`src/rtl/cpu_control_pkg.sv`:
```
// Shared opcode, select and control-word definitions for the multi-cycle CPU controller.
package cpu_control_pkg;

    localparam logic [7:0] OP_NOP  = 8'h00;
    localparam logic [7:0] OP_HLT  = 8'h01;
    localparam logic [7:0] OP_MOV  = 8'h02;
    localparam logic [7:0] OP_ALU  = 8'h03;
    localparam logic [7:0] OP_CMP  = 8'h04;
    localparam logic [7:0] OP_PUSH = 8'h05;
    localparam logic [7:0] OP_LDI  = 8'h06;
    localparam logic [7:0] OP_JMP  = 8'h07;
    localparam logic [7:0] OP_CALL = 8'h08;
    localparam logic [7:0] OP_LDX  = 8'h09;
    localparam logic [7:0] OP_STX  = 8'h0A;
    localparam logic [7:0] OP_POP  = 8'h0B;
    localparam logic [7:0] OP_RET  = 8'h0C;

    localparam logic [1:0] ADDR_PC = 2'd0;
    localparam logic [1:0] ADDR_SP = 2'd1;
    localparam logic [1:0] ADDR_X  = 2'd2;

    localparam logic [1:0] RFW_REG = 2'd0;
    localparam logic [1:0] RFW_ALU = 2'd1;
    localparam logic [1:0] RFW_MEM = 2'd2;

    localparam logic WD_REG  = 1'b0;
    localparam logic WD_PC   = 1'b1;
    localparam logic PCS_MEM = 1'b0;
    localparam logic PCS_TMP = 1'b1;

    // Where an opcode goes after S_DECODE.
    typedef enum logic [2:0] {
        CLS_NOP, CLS_HALT, CLS_EXEC, CLS_IMM, CLS_MEM, CLS_BAD
    } op_class_e;

    typedef struct packed {
        logic       mem_req;
        logic       mem_we;
        logic [1:0] addr_sel;
        logic       wdata_sel;
        logic       ir_load;
        logic       pc_inc;
        logic       pc_load;
        logic       pc_src;
        logic       tmp_load;
        logic       sp_inc;
        logic       sp_dec;
        logic       rf_we;
        logic [1:0] rf_wsel;
        logic       flags_we;
        logic       halted;
        logic       illegal;
    } ctrl_t;

    function automatic op_class_e op_class(input logic [7:0] op);
        case (op)
            OP_NOP:                          return CLS_NOP;
            OP_HLT:                          return CLS_HALT;
            OP_MOV, OP_ALU, OP_CMP, OP_PUSH: return CLS_EXEC;
            OP_LDI, OP_JMP, OP_CALL:         return CLS_IMM;
            OP_LDX, OP_STX, OP_POP, OP_RET:  return CLS_MEM;
            default:                         return CLS_BAD;
        endcase
    endfunction

endpackage

```
`src/rtl/cpu_control.sv`:
```
// Multi-cycle control FSM: registered state, combinational decode of state and opcode
// into memory handshake, datapath strobes and source selects.
module cpu_control
    import cpu_control_pkg::*;
#(
    parameter bit HALT_ON_ILLEGAL = 1'b0
) (
    input  logic       clk,
    input  logic       rst_n,
    input  logic [7:0] opcode,
    input  logic       jmp_taken,
    input  logic       mem_ack,
    output logic       mem_req,
    output logic       mem_we,
    output logic [1:0] addr_sel,
    output logic       wdata_sel,
    output logic       ir_load,
    output logic       pc_inc,
    output logic       pc_load,
    output logic       pc_src,
    output logic       tmp_load,
    output logic       sp_inc,
    output logic       sp_dec,
    output logic       rf_we,
    output logic [1:0] rf_wsel,
    output logic       flags_we,
    output logic       halted,
    output logic       illegal
);

    localparam logic [2:0] S_FETCH  = 3'd0;
    localparam logic [2:0] S_DECODE = 3'd1;
    localparam logic [2:0] S_IMM    = 3'd2;
    localparam logic [2:0] S_EXEC   = 3'd3;
    localparam logic [2:0] S_MEM    = 3'd4;
    localparam logic [2:0] S_HALT   = 3'd5;

    logic [2:0] state_q, state_d;
    ctrl_t      c;

    always_ff @(posedge clk or negedge rst_n) begin
        if (!rst_n) state_q <= S_FETCH;
        else        state_q <= state_d;
    end

    always_comb begin
        state_d = state_q;
        c       = '0;
        case (state_q)
            S_FETCH: begin
                c.mem_req  = 1'b1;
                c.addr_sel = ADDR_PC;
                if (mem_ack) begin
                    c.ir_load = 1'b1;
                    c.pc_inc  = 1'b1;
                    state_d   = S_DECODE;
                end
            end
            S_DECODE: begin
                case (op_class(opcode))
                    CLS_NOP:  state_d = S_FETCH;
                    CLS_HALT: state_d = S_HALT;
                    CLS_EXEC: state_d = S_EXEC;
                    CLS_IMM:  state_d = S_IMM;
                    CLS_MEM:  state_d = S_MEM;
                    default: begin
                        c.illegal = 1'b1;
                        state_d   = HALT_ON_ILLEGAL ? S_HALT : S_FETCH;
                    end
                endcase
            end
            S_IMM: begin
                c.mem_req  = 1'b1;
                c.addr_sel = ADDR_PC;
                if (mem_ack) begin
                    state_d = S_FETCH;
                    case (opcode)
                        OP_LDI: begin
                            c.rf_we   = 1'b1;
                            c.rf_wsel = RFW_MEM;
                            c.pc_inc  = 1'b1;
                        end
                        OP_JMP: begin
                            c.pc_load = jmp_taken;
                            c.pc_src  = PCS_MEM;
                            c.pc_inc  = !jmp_taken;
                        end
                        OP_CALL: begin
                            c.tmp_load = 1'b1;
                            c.pc_inc   = 1'b1;
                            state_d    = S_EXEC;
                        end
                        default: ;
                    endcase
                end
            end
            S_EXEC: begin
                state_d = S_FETCH;
                case (opcode)
                    OP_MOV: begin
                        c.rf_we   = 1'b1;
                        c.rf_wsel = RFW_REG;
                    end
                    OP_ALU: begin
                        c.rf_we    = 1'b1;
                        c.rf_wsel  = RFW_ALU;
                        c.flags_we = 1'b1;
                    end
                    OP_CMP: c.flags_we = 1'b1;
                    OP_PUSH, OP_CALL: begin
                        c.sp_dec = 1'b1;
                        state_d  = S_MEM;
                    end
                    default: ;
                endcase
            end
            S_MEM: begin
                // Request shape depends only on opcode, so it holds steady across wait states.
                c.mem_req   = 1'b1;
                c.addr_sel  = (opcode == OP_LDX || opcode == OP_STX) ? ADDR_X : ADDR_SP;
                c.mem_we    = (opcode == OP_STX || opcode == OP_PUSH || opcode == OP_CALL);
                c.wdata_sel = (opcode == OP_CALL) ? WD_PC : WD_REG;
                if (mem_ack) begin
                    state_d = S_FETCH;
                    case (opcode)
                        OP_LDX: begin
                            c.rf_we   = 1'b1;
                            c.rf_wsel = RFW_MEM;
                        end
                        OP_POP: begin
                            c.rf_we   = 1'b1;
                            c.rf_wsel = RFW_MEM;
                            c.sp_inc  = 1'b1;
                        end
                        OP_RET: begin
                            c.pc_load = 1'b1;
                            c.pc_src  = PCS_MEM;
                            c.sp_inc  = 1'b1;
                        end
                        OP_CALL: begin
                            c.pc_load = 1'b1;
                            c.pc_src  = PCS_TMP;
                        end
                        default: ;
                    endcase
                end
            end
            S_HALT:  c.halted = 1'b1;
            default: state_d = S_FETCH;
        endcase
        // Gating with rst_n makes mem_req and every strobe drop the moment reset asserts.
        if (!rst_n) c = '0;
    end

    assign mem_req   = c.mem_req;
    assign mem_we    = c.mem_we;
    assign addr_sel  = c.addr_sel;
    assign wdata_sel = c.wdata_sel;
    assign ir_load   = c.ir_load;
    assign pc_inc    = c.pc_inc;
    assign pc_load   = c.pc_load;
    assign pc_src    = c.pc_src;
    assign tmp_load  = c.tmp_load;
    assign sp_inc    = c.sp_inc;
    assign sp_dec    = c.sp_dec;
    assign rf_we     = c.rf_we;
    assign rf_wsel   = c.rf_wsel;
    assign flags_we  = c.flags_we;
    assign halted    = c.halted;
    assign illegal   = c.illegal;

endmodule

```
`config.mk`:
```
export PLATFORM = sky130hd
export DESIGN_NAME = cpu_control
export DESIGN_NICKNAME = d
export VERILOG_FILES = /design/src/rtl/cpu_control_pkg.sv /design/src/rtl/cpu_control.sv
export SDC_FILE = /design/constraint.sdc
export NUM_CORES = 1
export LEC_CHECK = 0
export BUFFER_PORTS_ARGS = -buffer_cell sky130_fd_sc_hd__buf_2
export CAP_MARGIN = 5
export CORE_MARGIN = 2
export CORE_UTILIZATION = 36
export DETAILED_ROUTE_END_ITERATION = 16
export PLACE_DENSITY = 0.65
export SETUP_SLACK_MARGIN = 0.05
export SLEW_MARGIN = 20
export SYNTH_ARGS = -nofsm -noshare
export SYNTH_HDL_FRONTEND = slang
export SYNTH_SLANG_ARGS = --single-unit
```
`constraint.sdc`:
```
create_clock -name clk -period 3.1 [get_ports clk]
set_input_delay 0.62 -clock clk [delete_from_list [all_inputs] [get_ports clk]]
set_output_delay 0.62 -clock clk [all_outputs]
set_load 0.005 [all_outputs]
```
# Word-level counts from Yosys, hierarchy flattened
# Memories as Yosys holds them, arrays and structs flattened.
# Index checks and enable logic that the tools add are counted.
word_totals:
  register_bits: 3
  mem_bits_ro: 48
  wordCells: 83
  n_memories: 1
  in_bits: 12
op_classes:
  n_mux: 42
  bitwise_logic: 1
  reduce_logical: 15
  eq_ne: 23
mem_list:
  columns: ["memory", "words", "width", "rd", "rd_clocked_by_memory_dff", "write_ports", "line", "text"]
  rows:
  - ["(name not given)", 16, 3, 1, 0, 0, "cpu_control_pkg.sv:56", "case (op)"]
ops:
  columns: ["cell", "count"]
  rows:
  - ["$eq A8 B4 Y1 const B", 5]
  - ["$eq A8 B3 Y1 const B", 4]
  - ["$mux W3", 10]
  - ["$mux W18", 1]
  - ["$pmux W3 S6", 1]
  - ["$eq A8 B2 Y1 const B", 2]
  - ["$mux W1", 16]
  - ["$eq A3 B2 Y1 const B", 4]
  - ["$mux W2", 6]
  - ["$pmux W3 S4", 1]
  - ["$reduce_or A2 Y1", 5]
  - ["$eq A3 B3 Y1 const B", 3]
  - ["$pmux W3 S3", 1]
  - ["$pmux W2 S2", 2]
  - ["$eq A3 B1 Y1 const B", 2]
  - ["$logic_not A3 Y1", 2]
  - ["$ne A2 B2 Y1 const B", 3]
  - ["$pmux W3 S2", 1]
  - ["$reduce_or A5 Y1", 1]
  - ["$logic_not A4 Y1", 1]
  - ["$mux W4", 1]
  - ["$pmux W1 S2", 2]
  - ["$reduce_and A4 Y1", 1]
  - ["$logic_or A1 B1 Y1", 3]
  - ["other kinds (3)", 3]

# Longest topological paths before layout
# Gate-level depths: netlist of the first run.
depth:
  word_depth: 8
  mapped_depth: 7
  depth_no_buf: 6

# Worst setup path before layout of the first run
# Ideal clock, no wire load.
synth_timing:
  kind: "in2out"
  startpoint: "in opcode[5]"
  endpoint: "out rf_we"
  setup_slack_ns: 0.302
  t_arrival_ns: 2.178
  t_required_ns: 2.480
  path_stages: 5
  n_path_buf: 1
  cell_sequence: "or4_4 > buf_6 > or3_4 > or3b_1 > o22ai_1"
synth_between:
  elab_chain_len: 6
synth_lines:
  columns: ["item", "line", "text"]
  rows:
  - ["from (decl)", "cpu_control.sv:10", "input logic [7:0] opcode,"]
  - ["$eq A8 B4 Y1", "cpu_control.sv:125", "case (opcode)"]
  - ["$reduce_or A2 Y1 (no source line)", null, null]
  - ["$mux W3", "cpu_control.sv:125", null]
  - ["$mux W3", "cpu_control.sv:123", "if (mem_ack) begin"]
  - ["$pmux W3 S3 (*)", "cpu_control.sv:49", "case (state_q)"]
  - ["$mux W18 (*)", "cpu_control.sv:152", "if (!rst_n) c = '0;"]
  - ["to (decl)", "cpu_control.sv:24", "output logic rf_we,"]
# Mark *: on every way between the ends. The rest lies on a longest branch, timed or not.

# Worst setup path after layout of the first run
# Same ends and word-level chain as after synthesis.

==> impl_metrics.ini, run 1 <==
[clocking]
cts_root_buffer = clkbuf_4
cts.clk_slew.worst_paths_ns = 0.04
cts_resized = 0
cts_tree = done
hold_buffers = 0
numCtsBuffers = 3
postCtsSetupBuffers = 0
clkLatencyLatePin_ns = 0.24
htreeDepth = 1
cts.sinks = 3
clock_path_buffers = 2

[worst_hold_path]
hp-class = input pin to asynchronous set/reset pin

[floorplanning]
std_cell_rows = 14
die_w_um = 45.1
core_area_mm2 = 0.00154
io_pins = 30
initial_core_util_pct = 39.5
dieArea_mm2 = 0.00204
die_y_um = 45.1

[layout]
final.fill_count = 166
top_regs = state_q x3
multi_input_area_um2 = 477
regArea_um2 = 75.1
final_common_cell = buf_2
fin_nets = 131
final_cell_mix = buf_2 (29), nor2_1 (10), nor3_1 (7)
diodes = 0
largest_reg_flops = 3
regMostFlops = state_q
drive_gt1_share_pct = 32.8
areaGrowthSynthToFinish_pct = 26.3

[yosys]
syn-num-nets = 104
synth_warnings = 0
synthDistinctLibCells = 36
yosysTopAreaCellShare_pct = 12.3
synth_top_cell_by_area = dfrtp_1
synth_area_leaders = dfrtp_1 (12%), a31oi_1 (6.2%), nand2b_1 (6.2%)
syn_avg_cell_area_um2 = 6.77
synth-seq-area-share_pct = 12.3
ys.flop_type = dfrtp_1
ys_ff_latch = 3
syn_area_um2 = 609
synth_edf_count = 0
syn_inst = 90
synthArstFlopShare_pct = 100

[critical_path]
start_kind = input pin
worstRegToRegCells = 3
cp_common_cell = buf_2
cp-startpoint = opcode[5]
crit_chain = buf_2 -> or4_4 -> or3_4 -> or3b_1 -> o22ai_1 -> buf_2
path_buf_inv = 2
critPathRequiredTime_ns = 2.48
cpLargestDelayFamily = simple AND/OR/NAND/NOR gates
arrival_ns = 2.30
reg2reg_slack_ns = 1.43
rr_startpoint = state_q[0]
cp-end-kind = output port
cpPeakStageDelay_ns = 0.53
criticalPathCategory = input pin to output port
worst-path-max-fanout = 3
cp_slowest_cell = or4_4
reg2reg_to = state_q[1]

[sta]
worst_slew_pin_slew_ns = 0.482
finalSetupTns_ns = 0
rsz0062_at_grt = no
slew_headroom_pct = 67.6
fin_crit_ns = 2.92
fin_skew_ns = 0.00154
fmax_ghz = 0.342
final_hold_viol_count = 0
maxSlewViolCount = 0
setup_viol = 0
finalCritPeriodShare_pct = 94.3

[global_route]
antenna_found_initial = 0
grt_first_pass_wirelength_um = 2750
grt_max_degree = 15
track_usage_pct = 18.4
grt_overflow = 0
grt_pass1_vias = 671

[outcome]
status = finished clean

[place]
place_congestion = 0.793
dp_hpwl_um = 1330
portBuffers = 29

[routing]
route.detailed.drc = 0
ant_nets = 0
wl_per_cell_um = 12.7
vias = 762
viasPerCell = 5.77
drtIter0Drc = 11
wl_um = 1680
dr.pass1.iters = 4

[pwr]
irDropWorstVdd_v = 0.000102
fin_total_pwr_uw = 171
p_leak_nw = 0.348
power_density_mw_per_mm2 = 222

[job]
cap_violations = 0
==> per-stage QoR <==
stage / worst slack, ns / cells / hold WS (ns) / area [um^2] / util [%]
after CTS: 0.169 / 132 / 0.198 / 769 / 49.9
after global placement: 0.210 / 128 / 0.438 / 743 / 48.2
after detailed placement: 0.168 / 128 / 0.445 / 743 / 48.2
after floorplan: 0.302 / 90 / 0.324 / 609 / -
final: 0.177 / 132 / 0.196 / 769 / 49.9
after global routing: 0.108 / 132 / 0.209 / 769 / 49.9
==> final cells by class <==
class                           count  share of cell area (%)
Sequential cell                     3                    9.76
Inverter                            5                    2.44
Timing Repair Buffer               30                    19.8
Tap cell                           16                    2.60
Multi-Input combinational cell     74                    62.0
Clock buffer                        4                    3.41
==> report_power, final <==
| part | switching [mW] | internal [mW] |
|---|---|---|
| logic | 0.0322 | 0.0235 |
| registers | 0.00425 | 0.0409 |
| clock network | 0.0215 | 0.0483 |
==> cells by family after synthesis <==
kind of cell	count (synthesis)	share of synthesized area, %
xor+xnor	3	4.31
compound gates	20	23.4
simple gates	49	46.4
buf+inv	13	9.44
fa+ha+maj	2	4.11
flops	3	12.3
==> cell usage after synthesis (2+ instances only) <==
cell	number
xor2_1	2
clkbuf_1	6
inv_1	5
nor4b_1	2
nor3_1	7
ha_1	2
nand3b_1	2
a31oi_1	6
dfrtp_1	3
nor2_1	10
nand2_1	6
a21oi_1	3
nand2b_1	6
nor4_1	5
a211oi_1	2
and3_1	2
nand3_1	2
==> worst max-delay path by stage <==
stage             to  slack, ns  cells after the start
2_1_floorplan  rf_we       0.30                      5
3_3_place_gp   rf_we       0.21                      6
3_5_place_dp   rf_we       0.17                      6
4_1_cts        rf_we       0.17                      6
5_1_grt        rf_we       0.11                      6
6_report       rf_we       0.18                      6
==> layer usage <==
| layer | track usage, % | routed length [um] |
|---|---|---|
| met3 | 3.20 | 104 |
| met2 | 30.0 | 786 |
| met1 | 22.3 | 769 |
| met5 | 0 | 0 |
| met4 | 11.2 | 19 |
Power figures use the tool's default switching activity.
==> run 2: changes to the inputs <==
--- a/config.mk
+++ b/config.mk
@@ -5,12 +5,12 @@
 export SDC_FILE = /design/constraint.sdc
 export NUM_CORES = 1
 export LEC_CHECK = 0
+export ABC_AREA = 1
 export BUFFER_PORTS_ARGS = -buffer_cell sky130_fd_sc_hd__buf_2
 export CAP_MARGIN = 5
 export CORE_MARGIN = 2
 export CORE_UTILIZATION = 36
 export DETAILED_ROUTE_END_ITERATION = 16
-export PLACE_DENSITY = 0.65
 export SETUP_SLACK_MARGIN = 0.05
 export SLEW_MARGIN = 20
 export SYNTH_ARGS = -nofsm -noshare
==> impl_metrics.ini, run 2 <==
[outcome]
status = finished clean

[floorplanning]
std_cell_rows = 15
core_area_mm2 = 0.00175
initial_core_util_pct = 38.9
dieArea_mm2 = 0.00225
io_pins = 30
die_y_um = 47.4
die_w_um = 47.4

[sta]
fin_crit_ns = 2.41
finalWorstSetupSlack_ns = 0.685
finalCritPeriodShare_pct = 77.9
worst_slew_pin_slew_ns = 0.273
finalSetupTns_ns = 0
rsz0062_at_grt = no
fmax_ghz = 0.414
maxSlewViolCount = 0
slew_headroom_pct = 81.7
setup_viol = 0
final_hold_viol_count = 0
fin_skew_ns = 0.00678

[place]
portBuffers = 29
place_congestion = 0.859
pre_cts_ws_ns = 0.676
dp_hpwl_um = 1580

[critical_path]
worst-path-max-fanout = 7
arrival_ns = 1.79
crit_chain = buf_2 -> nor2_2 -> ha_1 -> inv_1 -> nand2_1 -> nand3_1 -> inv_1 -> nand3_2 -> nand3_1 -> nor2_1 -> buf_2
critPathRequiredTime_ns = 2.48
start_kind = input pin
worstRegToRegCells = 7
cpLargestDelayFamily = simple AND/OR/NAND/NOR gates
path_depth = 11
cp_slowest_cell = ha_1
criticalPathCategory = input pin to output port
cp-end-kind = output port
path_buf_inv = 4
cpPeakStageDelay_ns = 0.26

[layout]
final_cell_mix = nand2_1 (30), buf_2 (29), nor2_1 (24)
fin_nets = 177
largest_reg_flops = 3
utilization_pct = 50.5
areaGrowthSynthToFinish_pct = 29.8
regMostFlops = state_q
drive_gt1_share_pct = 33.3
final.fill_count = 207
top_regs = state_q x3
final_common_cell = nand2_1
diodes = 0

[routing]
viasPerCell = 4.65
route.detailed.drc = 0
ant_nets = 0
drtIter0Drc = 13
wl_um = 1830
wl_per_cell_um = 9.80
dr.pass1.iters = 4
vias = 870

[clocking]
htreeDepth = 1
cts.sinks = 3
cts_tree = done
cts_resized = 0
cts_root_buffer = clkbuf_4
numCtsBuffers = 3
hold_buffers = 0
clock_path_buffers = 2
clkLatencyLatePin_ns = 0.23
postCtsSetupBuffers = 0
cts.clk_slew.worst_paths_ns = 0.04

[global_route]
grt_first_pass_wirelength_um = 2930
track_usage_pct = 17.9
grt_util_met2_pct = 30.5
busiest_layer = met2
grt_pass1_vias = 706
grt_max_degree = 8
antenna_found_initial = 0
use_met1_pct = 24.1
grt_use_met3_pct = 4.91
grt_overflow = 0

[worst_hold_path]
hp-class = input pin to asynchronous set/reset pin

[yosys]
syn_inst = 129
synth_common_cells = nand2_1 (30), nor2_1 (24), inv_1 (18), nand3_1 (12), inv_2 (7)
synth_top_cell_by_area = nand2_1
yosysMostFrequentCell = nand2_1
syn-num-nets = 143
synth_area_leaders = nand2_1 (17%), nor2_1 (13%), dfrtp_1 (11%)
syn_area_um2 = 679
synth_edf_count = 0
ys_ff_latch = 3
yosysTopAreaCellShare_pct = 16.6
synth_warnings = 0
synth-seq-area-share_pct = 11.0
ys.flop_type = dfrtp_1
synthArstFlopShare_pct = 100
synthDistinctLibCells = 24
syn_avg_cell_area_um2 = 5.27

[pwr]
p_leak_nw = 0.531
fin_total_pwr_uw = 203
power_density_mw_per_mm2 = 230
irDropWorstVdd_v = 0.000184

[job]
cap_violations = 0
## run 2: path summary, 6_finish.rpt
path	from	to	slack (ns)
min in group clk	mem_ack	state_q[1]	0.61
worst min register to register	state_q[2]	state_q[1]	0.64
worst min-delay path	rst_n	state_q[0]	0.20
worst max register to register	state_q[0]	state_q[1]	1.81
max in group asynchronous	rst_n	state_q[1]	2.75
worst max-delay path	opcode[1]	illegal	0.69
## run 2: cells by family (layout without fill, tap and decap cells)
| kind of cell | after synthesis | count (layout) | synth area share (%) |
|---|---|---|---|
| fa+ha+maj | 2 | 2 | 3.68 |
| compound gates | 10 | 10 | 9.21 |
| simple gates | 88 | 88 | 61.5 |
| buf+inv | 26 | 59 | 14.5 |
| flops | 3 | 3 | 11.0 |
## run 2: final cells by class
type	count	area [um^2]	area share (%)
multi-input cells	100	505	57.3
repair buffers	29	145	16.5
clock buffers	4	26.3	2.98
flip-flops and latches	3	75.1	8.51
well taps	25	31.3	3.55
inverters	26	98.8	11.2
## run 2: power breakdown
part | internal, mW | total (mW) | switching (mW)
clock network | 0.0482 | 0.0686 | 0.0204
logic | 0.0299 | 0.0851 | 0.0552
registers | 0.0437 | 0.0495 | 0.00576
## run 2: metal layers
metal  part of all wire [%]  wire [um]
met4                      0          0
met1                     51        931
met5                      0          0
met3                    5.2         95
met2                     44        805
## run 2: stage by stage
step	instances	hold WS [ns]	instance area, um^2
2_1_floorplan	129	0.324	679
3_3_place_gp	183	0.444	856
3_5_place_dp	183	0.446	856
4_1_cts	187	0.196	882
5_1_grt	187	0.190	882
6_report	187	0.203	882
==> run 3: changes to the inputs <==
==> constraint.sdc (replaced) <==
create_clock -name clk -period 2.25 [get_ports clk]
set_input_delay 0.45 -clock clk [delete_from_list [all_inputs] [get_ports clk]]
set_output_delay 0.45 -clock clk [all_outputs]
set_load 0.005 [all_outputs]
==> impl_metrics.ini, run 3 (synthesized netlist as in run 2, its figures left out) <==
[layout]
areaGrowthSynthToFinish_pct = 30.6
final_cell_area_um2 = 887
final_cell_mix = nand2_1 (30), buf_2 (29), nor2_1 (24)
layout.cells.non_filler = 187
largest_reg_flops = 3
fin_nets = 177
regMostFlops = state_q
top_regs = state_q x3
final_common_cell = nand2_1
drive_gt1_share_pct = 33.3
diodes = 0

[global_route]
grt_max_degree = 8
track_usage_pct = 17.9
grt_overflow = 0
grt_first_pass_wirelength_um = 2930
grt_pass1_vias = 706
antenna_found_initial = 0

[sta]
maxSlewViolCount = 0
rsz0062_at_grt = no
fin_skew_ns = 0.00677
finalSetupTns_ns = 0
setup_viol = 0
fmax_ghz = 0.498
finalCritPeriodShare_pct = 89.3
hold_slack_ns = 0.0318
worst_slew_pin_slew_ns = 0.274
fin_crit_ns = 2.01
slew_headroom_pct = 81.7
final_hold_viol_count = 0

[critical_path]
critPathRequiredTime_ns = 1.80
crit_chain = buf_2 -> nor2_4 -> ha_1 -> inv_1 -> nand2_1 -> nand3_1 -> inv_1 -> nand3_2 -> nand3_1 -> nor2_1 -> buf_2
path_buf_inv = 4
cp_slowest_cell = ha_1
cpPeakStageDelay_ns = 0.24
cp-end-kind = output port
worst-path-max-fanout = 7
rr_startpoint = state_q[0]
cpLargestDelayFamily = simple AND/OR/NAND/NOR gates
cp-startpoint = opcode[1]
start_kind = input pin
criticalPathCategory = input pin to output port
arrival_ns = 1.56

[clocking]
cts_tree = done
cts.sinks = 3
clock_path_buffers = 2
numCtsBuffers = 3
cts_resized = 0
htreeDepth = 1
cts.clk_slew.worst_paths_ns = 0.04
postCtsSetupBuffers = 0
hold_buffers = 0
cts_root_buffer = clkbuf_4
clkLatencyLatePin_ns = 0.23

[place]
placed_cell_area_um2 = 856
dp_hpwl_um = 1580
place_congestion = 0.859
portBuffers = 29
place_inst = 183

[floorplanning]
dieArea_mm2 = 0.00225
std_cell_rows = 15
core_area_mm2 = 0.00175
io_pins = 30
die_w_um = 47.4
die_y_um = 47.4
initial_core_util_pct = 38.9

[routing]
viasPerCell = 4.67
wl_per_cell_um = 9.75
route.detailed.drc = 0
wl_um = 1820
vias = 874
drtIter0Drc = 15
ant_nets = 0
dr.pass1.iters = 4

[pwr]
p_leak_nw = 0.532
power_density_mw_per_mm2 = 316
fin_total_pwr_uw = 281
irDropWorstVdd_v = 0.000253

[outcome]
status = finished clean

[worst_hold_path]
hp-class = input pin to asynchronous set/reset pin

[job]
cap_violations = 0
-- run 3: cell counts in the layout (fill, tap and decap cells not counted) --
Identical to the previous run, type by type.
-- run 3: worst paths after layout --
check                              to  slack, ns  cells past startpoint
setup / recovery              illegal       0.24                     11
hold / removal             state_q[0]       0.03                      1
setup reg to reg           state_q[1]       0.96                      7
hold reg to reg            state_q[1]       0.64                      3
max in group asynchronous  state_q[1]       2.07                      1
min in group clk           state_q[1]       0.44                      2
-- run 3: power by group --
group / total [mW] / switching, mW / internal [mW]
registers: 0.0682 / 0.00794 / 0.0603
clock network: 0.0945 / 0.0281 / 0.0665
logic: 0.118 / 0.0765 / 0.0415
total: 0.281 / 0.112 / 0.168
-- run 3: through the flow --
step           setup WS (ns)  utilization, %
2_1_floorplan          0.478               -
3_3_place_gp           0.204            49.0
3_5_place_dp           0.166            49.0
4_1_cts                0.160            50.5
5_1_grt               0.0995            50.8
6_report               0.241            50.8
-- run 3: area by class of cell --
class / count / area [um^2]
timing repair buffer: 29 / 145
fill: 204 / 858
tap: 25 / 31.3
multi-input combinational: 100 / 510
clock buffer: 4 / 26.3
sequential: 3 / 75.1
inverter: 26 / 98.8
-- run 3: metal layers --
layer / up-vias / part of all wire, % / GRT usage, %
met3: 0 / 5.5 / 4.91
met5: - / 0 / 0
met2: 28 / 44 / 30.5
met4: 0 / 0 / 0
li1: 469 / - / -
met1: 377 / 51 / 24.1
